$ cat src/rtl/sd_dma_sequencer.sv
// SD DMA transfer sequencer: paces the fifo filler and the serial block engine,
// counts bus beats and reports completion, timeout, abort or CRC failure.
module sd_dma_sequencer #(
  parameter int unsigned      TMO_W   = 24,
  parameter logic [TMO_W-1:0] TMO_VAL = 24'hFFFFFF
) (
  input  logic        wb_clk,
  input  logic        rst,
  input  logic        start_i,
  input  logic        abort_i,
  input  logic        dir_i,
  input  logic [31:0] dma_adr_i,
  input  logic [11:0] blk_size_i,
  input  logic [15:0] blk_cnt_i,
  output logic        en_rx_o,
  output logic        en_tx_o,
  output logic [31:0] adr_o,
  input  logic        wbm_cyc_i,
  input  logic        wbm_stb_i,
  input  logic        wbm_ack_i,
  input  logic        wb_full_i,
  input  logic        wb_empty_i,
  output logic        blk_start_o,
  input  logic        blk_done_i,
  input  logic        blk_crc_err_i,
  output logic        busy_o,
  output logic        irq_o,
  output logic [2:0]  err_o,
  output logic [26:0] xfer_cnt_o
);

  localparam logic [2:0] IDLE    = 3'd0;
  localparam logic [2:0] SETUP   = 3'd1;
  localparam logic [2:0] PREFILL = 3'd2;
  localparam logic [2:0] RUN     = 3'd3;
  localparam logic [2:0] NEXT    = 3'd4;
  localparam logic [2:0] DRAIN   = 3'd5;
  localparam logic [2:0] DONE    = 3'd6;
  localparam logic [2:0] ERROR   = 3'd7;

  localparam logic [2:0] ERR_CRC   = 3'd1;
  localparam logic [2:0] ERR_TMO   = 3'd2;
  localparam logic [2:0] ERR_ABORT = 3'd3;
  localparam logic [2:0] ERR_PARAM = 3'd4;

  localparam logic [TMO_W-1:0] TMO_LAST = TMO_VAL - TMO_W'(1);

  logic [2:0]       state;
  logic             dir_q;
  logic [31:0]      adr_q;
  logic [11:0]      size_q;
  logic [15:0]      cnt_q;
  logic [16:0]      blk_idx;
  logic [TMO_W-1:0] tmo;

  logic [10:0] wpb;
  logic [16:0] blk_total;
  logic [26:0] total;
  logic        en_active;
  logic        beat;
  logic        progress;
  logic        tmo_run;
  logic        tmo_exp;

  assign wpb       = 11'(({1'b0, size_q} + 13'd3) >> 2);
  assign blk_total = {1'b0, cnt_q} + 17'd1;
  assign total     = 27'(blk_total) * 27'(wpb);

  assign busy_o = (state != IDLE) && (state != DONE) && (state != ERROR);

  // Abort drops the enables combinationally so the filler resets in the same cycle.
  assign en_active = busy_o && !abort_i && !((state == SETUP) && (size_q == '0));
  assign en_rx_o   = en_active && dir_q;
  assign en_tx_o   = en_active && !dir_q;
  assign adr_o     = busy_o ? adr_q : '0;

  assign blk_start_o = (state == NEXT);

  assign beat     = wbm_cyc_i && wbm_stb_i && wbm_ack_i && en_active;
  assign progress = beat || blk_done_i;
  assign tmo_run  = (state == PREFILL) || (state == RUN) || (state == DRAIN);
  assign tmo_exp  = !progress && (tmo == TMO_LAST);

  always_ff @(posedge wb_clk or posedge rst) begin
    if (rst) begin
      state      <= IDLE;
      dir_q      <= 1'b0;
      adr_q      <= '0;
      size_q     <= '0;
      cnt_q      <= '0;
      blk_idx    <= '0;
      tmo        <= '0;
      xfer_cnt_o <= '0;
      err_o      <= '0;
      irq_o      <= 1'b0;
    end else if (!busy_o) begin
      if (start_i) begin
        state      <= SETUP;
        dir_q      <= dir_i;
        adr_q      <= dma_adr_i;
        size_q     <= blk_size_i;
        cnt_q      <= blk_cnt_i;
        blk_idx    <= '0;
        tmo        <= '0;
        xfer_cnt_o <= '0;
        err_o      <= '0;
        irq_o      <= 1'b0;
      end
    end else if (abort_i) begin
      state <= ERROR;
      err_o <= ERR_ABORT;
      irq_o <= 1'b1;
    end else begin
      if (beat && (xfer_cnt_o < total))
        xfer_cnt_o <= xfer_cnt_o + 27'd1;
      if (progress)
        tmo <= '0;
      else if (tmo_run)
        tmo <= tmo + TMO_W'(1);

      case (state)
        SETUP: begin
          if (size_q == '0) begin
            state <= ERROR;
            err_o <= ERR_PARAM;
            irq_o <= 1'b1;
          end else begin
            state <= dir_q ? NEXT : PREFILL;
          end
        end
        PREFILL: begin
          if (wb_full_i || (xfer_cnt_o == total)) begin
            state <= NEXT;
          end else if (tmo_exp) begin
            state <= ERROR;
            err_o <= ERR_TMO;
            irq_o <= 1'b1;
          end
        end
        NEXT: begin
          blk_idx <= blk_idx + 17'd1;
          state   <= RUN;
        end
        RUN: begin
          if (blk_done_i) begin
            if (blk_crc_err_i) begin
              state <= ERROR;
              err_o <= ERR_CRC;
              irq_o <= 1'b1;
            end else if (blk_idx == blk_total) begin
              state <= dir_q ? DRAIN : DONE;
              irq_o <= !dir_q;
            end else begin
              state <= NEXT;
            end
          end else if (tmo_exp) begin
            state <= ERROR;
            err_o <= ERR_TMO;
            irq_o <= 1'b1;
          end
        end
        DRAIN: begin
          if (wb_empty_i && (xfer_cnt_o == total)) begin
            state <= DONE;
            irq_o <= 1'b1;
          end else if (tmo_exp) begin
            state <= ERROR;
            err_o <= ERR_TMO;
            irq_o <= 1'b1;
          end
        end
        default: ;
      endcase
    end
  end

endmodule

$ cat config.mk
export PLATFORM = sky130hd
export DESIGN_NAME = sd_dma_sequencer
export DESIGN_NICKNAME = d
export VERILOG_FILES = /design/src/rtl/sd_dma_sequencer.sv
export SDC_FILE = /design/constraint.sdc
export NUM_CORES = 1
export LEC_CHECK = 0
export ABC_AREA = 1
export CAP_MARGIN = 25
export CORE_ASPECT_RATIO = 0.75
export CORE_MARGIN = 2
export CORE_UTILIZATION = 30
export CTS_BUF_LIST = sky130_fd_sc_hd__clkbuf_16
export DETAILED_ROUTE_END_ITERATION = 10
export GPL_ROUTABILITY_DRIVEN = 0
export GPL_TIMING_DRIVEN = 0
export PLACE_DENSITY = 0.51
export SLEW_MARGIN = 20
export SYNTH_ARGS = -nofsm -noshare
export SYNTH_HDL_FRONTEND = slang
export SYNTH_SLANG_ARGS = --single-unit
$ cat constraint.sdc
create_clock -name wb_clk -period 8.55 [get_ports wb_clk]
set_input_delay 1.71 -clock wb_clk [delete_from_list [all_inputs] [get_ports wb_clk]]
set_output_delay 1.71 -clock wb_clk [all_outputs]
set_load 0.1 [all_outputs]
==> results by stage <==
GRT:
- The maximum number of pins on one net before global-route repair is 85.
- The overall track demand over capacity in global routing is 0.1785.
- Global routing finished with a remaining overflow of 0.
- The via count of the first global-routing pass is 13,200.
- The first global-routing pass estimated approximately 72,000 um of wire.
- The number of antenna violations at the first check in global routing came to 1.

Routing:
- The count of nets left with antenna violations once routing finished came out at 0.
- In the routed layout, each cell is associated on average with a via count of 4.769.
- The routed layout has about 13,000 vias.
- The per-cell routed wire length is 15.72 um.
- The final layout contains routed wiring with a total length of ~44,000 um.
- In this run, the number of DRC markers left after iteration 0 of detailed routing was about 870.
- The number of remaining DRC errors is 0.
- The total iterations of the first detailed-routing run is 7.

Clock network:
- The clock network latency to the later pin of the worst-skew pair is 0.44 ns.
- CTS built an H-tree with a depth of 4.
- The number of clock buffers added by TritonCTS is 17.
- The TritonCTS clock tree is built.
- The buffer levels on the longest clock path is 2.
- The tree is rooted in a sky130_fd_sc_hd__clkbuf_16.
- After clock tree synthesis, the flow added hold-fix buffers numbering 0.
- The CTS clock-pin slew for the worst setup and hold paths is 0.07 ns.
- Clock tree synthesis found a total of 136 sinks.

Synthesis:
- The total of warnings raised by yosys is 0.
- The fraction of the yosys area taken by sequential cells is 0.2355.
- The number of nets produced by synthesis is roughly 2,300.
- The most instantiated flip-flop cell in the synthesis netlist is sky130_fd_sc_hd__dfrtp_1.
- The proportion of register bits with asynchronous set or reset after synthesis is 1.000.
- The number of library cell types mapped by synthesis is 51.
- Of the post-synthesis cell area, the dominant cell type holds 0.2355.
- The synthesized design contains 0 enable-type register cells.
- The post-synthesis average cell area is 7.267 um2.
- The synthesized design spends more area on one cell type than any other, namely sky130_fd_sc_hd__dfrtp_1.
- In the synthesized netlist, the number of instances is 1,989.
- After synthesis, the cell types taking the most area are sky130_fd_sc_hd__dfrtp_1 24%, sky130_fd_sc_hd__fa_1 18%, sky130_fd_sc_hd__nand2_1 15%.
- Synthesis inferred between 100 and 150 register bits.
- The synthesized netlist occupies a cell area of 14,450 um2.

Timing:
- The actual transition at the worst max-transition pin is 1.001 ns.
- The count of final hold-check violations was 0.
- Setup repair after global routing left no endpoint under its margin.
- Setup violations remaining at the end of the flow were counted as 0.
- The worst clock skew is 0.009765 ns.
- The number of max-slew violations in the final report is 0.
- The minimum clock period is 8.019 ns.
- In the finished design, the share of the clock period the worst path needs comes to 0.9379.
- The worst pin sits at a relative slew slack of 0.3306.
- Static timing analysis puts the maximum clock frequency at 124.7 MHz.
- Hold timing on the final database bottoms out at a slack of ~0.48 ns.

Floorplanning:
- The initial core utilization is 0.3044.
- The die is 257.5 um wide.
- The floorplan row count is 69.
- For this design the top-level I/O count stands at 139.
- The area of the core is 47,480 um2.
- The die area is roughly 50,000 um2.
- In this run the vertical extent of the chip is just under 200 um.

Cells and area:
- For this run, the post-layout net count is 2,452.
- The fraction of layout cells with a size suffix above 1 is 0.05638.
- The area growth from synthesis to layout is 20.64%.
- The number of antenna cells inserted is 0.
- The library cell used most frequently in the layout, excluding fill and tap cells, is sky130_fd_sc_hd__nand2_1.
- In the layout the commonest cells are 567 x sky130_fd_sc_hd__nand2_1, 313 x sky130_fd_sc_hd__inv_1, 227 x sky130_fd_sc_hd__nor2_1.

Worst setup path:
- The critical path is of the reg -> reg type.
- The kind of start point of the critical path is a flip-flop.
- The nature of the critical path endpoint is a flip-flop.
- The arrival time of the worst setup path is 8.35 ns.
- The maximum single-stage delay on the critical path is ~0.55 ns.
- The cell with the most instances on the worst path is sky130_fd_sc_hd__nand2_1.
- For this design, the slowest cell found on the critical path is sky130_fd_sc_hd__fa_1.
- In this run the worst path has a maximum fanout of 10.
- Data on the critical path is required at its endpoint by 8.88 ns.

Outcome:
- The flow ran to the end, and the final reports show no timing, DRC or antenna violations.

Placement:
- The HPWL reported at the end of detailed placement is 35,600 um.
- Buffers placed on the I/O ports in this run total 138.

Flow run:
- The number of violations of the max-capacitance limit is 0.

Min path:
- The path class of the tightest hold or removal check is reg -> reg.
[timing repair]
item,4_1_cts,5_1_grt
endpoints found under the setup margin,30,34
pin swaps,3,3
resized for setup,10,34
buffers inserted,1,4
[cells in the mapped netlist (7+ instances only)]
master                     number
sky130_fd_sc_hd__inv_1        318
sky130_fd_sc_hd__o21ai_0       67
sky130_fd_sc_hd__nor4_1        16
sky130_fd_sc_hd__nand4_1       34
sky130_fd_sc_hd__dfrtp_1      136
sky130_fd_sc_hd__nor2_1       230
sky130_fd_sc_hd__a21oi_1       66
sky130_fd_sc_hd__fa_1         133
sky130_fd_sc_hd__buf_1          7
sky130_fd_sc_hd__nand2_2       10
sky130_fd_sc_hd__clkbuf_1      21
sky130_fd_sc_hd__nand2_4        7
sky130_fd_sc_hd__xnor2_1       19
sky130_fd_sc_hd__ha_1          96
sky130_fd_sc_hd__nand3_1       85
sky130_fd_sc_hd__nor3_1        44
sky130_fd_sc_hd__nand2_1      575
sky130_fd_sc_hd__o21ai_1       13
sky130_fd_sc_hd__xor2_1        36
sky130_fd_sc_hd__inv_2         13
[flip-flops by register name, indices dropped and copies added (netlist names)]
name and count:
cnt_q 16, state 3, adr_q 32, err_o 3, blk_idx 17, tmo 24, size_q 12, xfer_cnt_o 27
irq_o 1, dir_q 1
[path summary, 6_finish.rpt]
check                      startpoint             to  slack (ns)  depth (start not counted)
min in group asynchronous         rst       err_o[2]        1.68                          2
min reg2reg                 adr_q[31]      adr_q[31]        0.48                          2
max in group asynchronous         rst     size_q[10]        6.09                          3
max                          cnt_q[2]  xfer_cnt_o[9]        0.53                         39
max reg2reg                  cnt_q[2]  xfer_cnt_o[9]        0.53                         39
min                         adr_q[31]      adr_q[31]        0.48                          2
[through the flow]
stage / util / cell area, um2 / setup slack, ns / TNS [ns] / instances
finish: 0.3672 / 17440 / 0.5310 / 0 / 2803
floorplan: - / 14450 / 1.196 / 0 / 1989
detailed placement: 0.3511 / 16670 / -0.4765 / -10.82 / 2767
CTS: 0.3640 / 17280 / 0.02666 / 0 / 2800
global route: 0.3672 / 17440 / 0.0008669 / 0 / 2803
global placement: 0.3503 / 16630 / -0.3764 / -7.881 / 2766
[layer usage]
metal	global-route usage	share of wire	vias to the layer above
li1	-	-	6535
met1	0.2660	0.50	6411
met2	0.2707	0.43	381
met3	0.03111	0.057	40
met4	0.03383	0.011	0
met5	0	0	-
[kinds of logic (layout without fill, tap and decap cells)]
group | count (synthesis) | count (layout) | synth area share
simple gates | 1023 | 1023 | 0.2995
buf+inv | 371 | 546 | 0.09825
xor+xnor | 55 | 55 | 0.03333
compound gates | 175 | 175 | 0.06614
fa+ha+maj | 229 | 229 | 0.2673
flops | 136 | 136 | 0.2355
[area by class of cell]
class | count | area (um2)
fill | 5077 | 30050
inverter | 337 | 1287
buffer | 33 | 155.1
timing repair buffer | 144 | 1459
clock inverter | 15 | 156.4
multi-input combinational | 1482 | 9751
clock buffer | 17 | 425.4
sequential | 136 | 3403
tap | 639 | 799.5
[worst max-delay path, delay by kind of cell (launching register included)]
kind	cells	cell delay, ns
fa+ha+maj	7	3.15
xor+xnor	1	0.18
simple gates	20	2.73
compound gates	4	0.65
flops	1	0.49
buf+inv	7	0.69
Power is not shown: default switching activity piles up to over one toggle a cycle in this logic, so the estimate is an artifact.
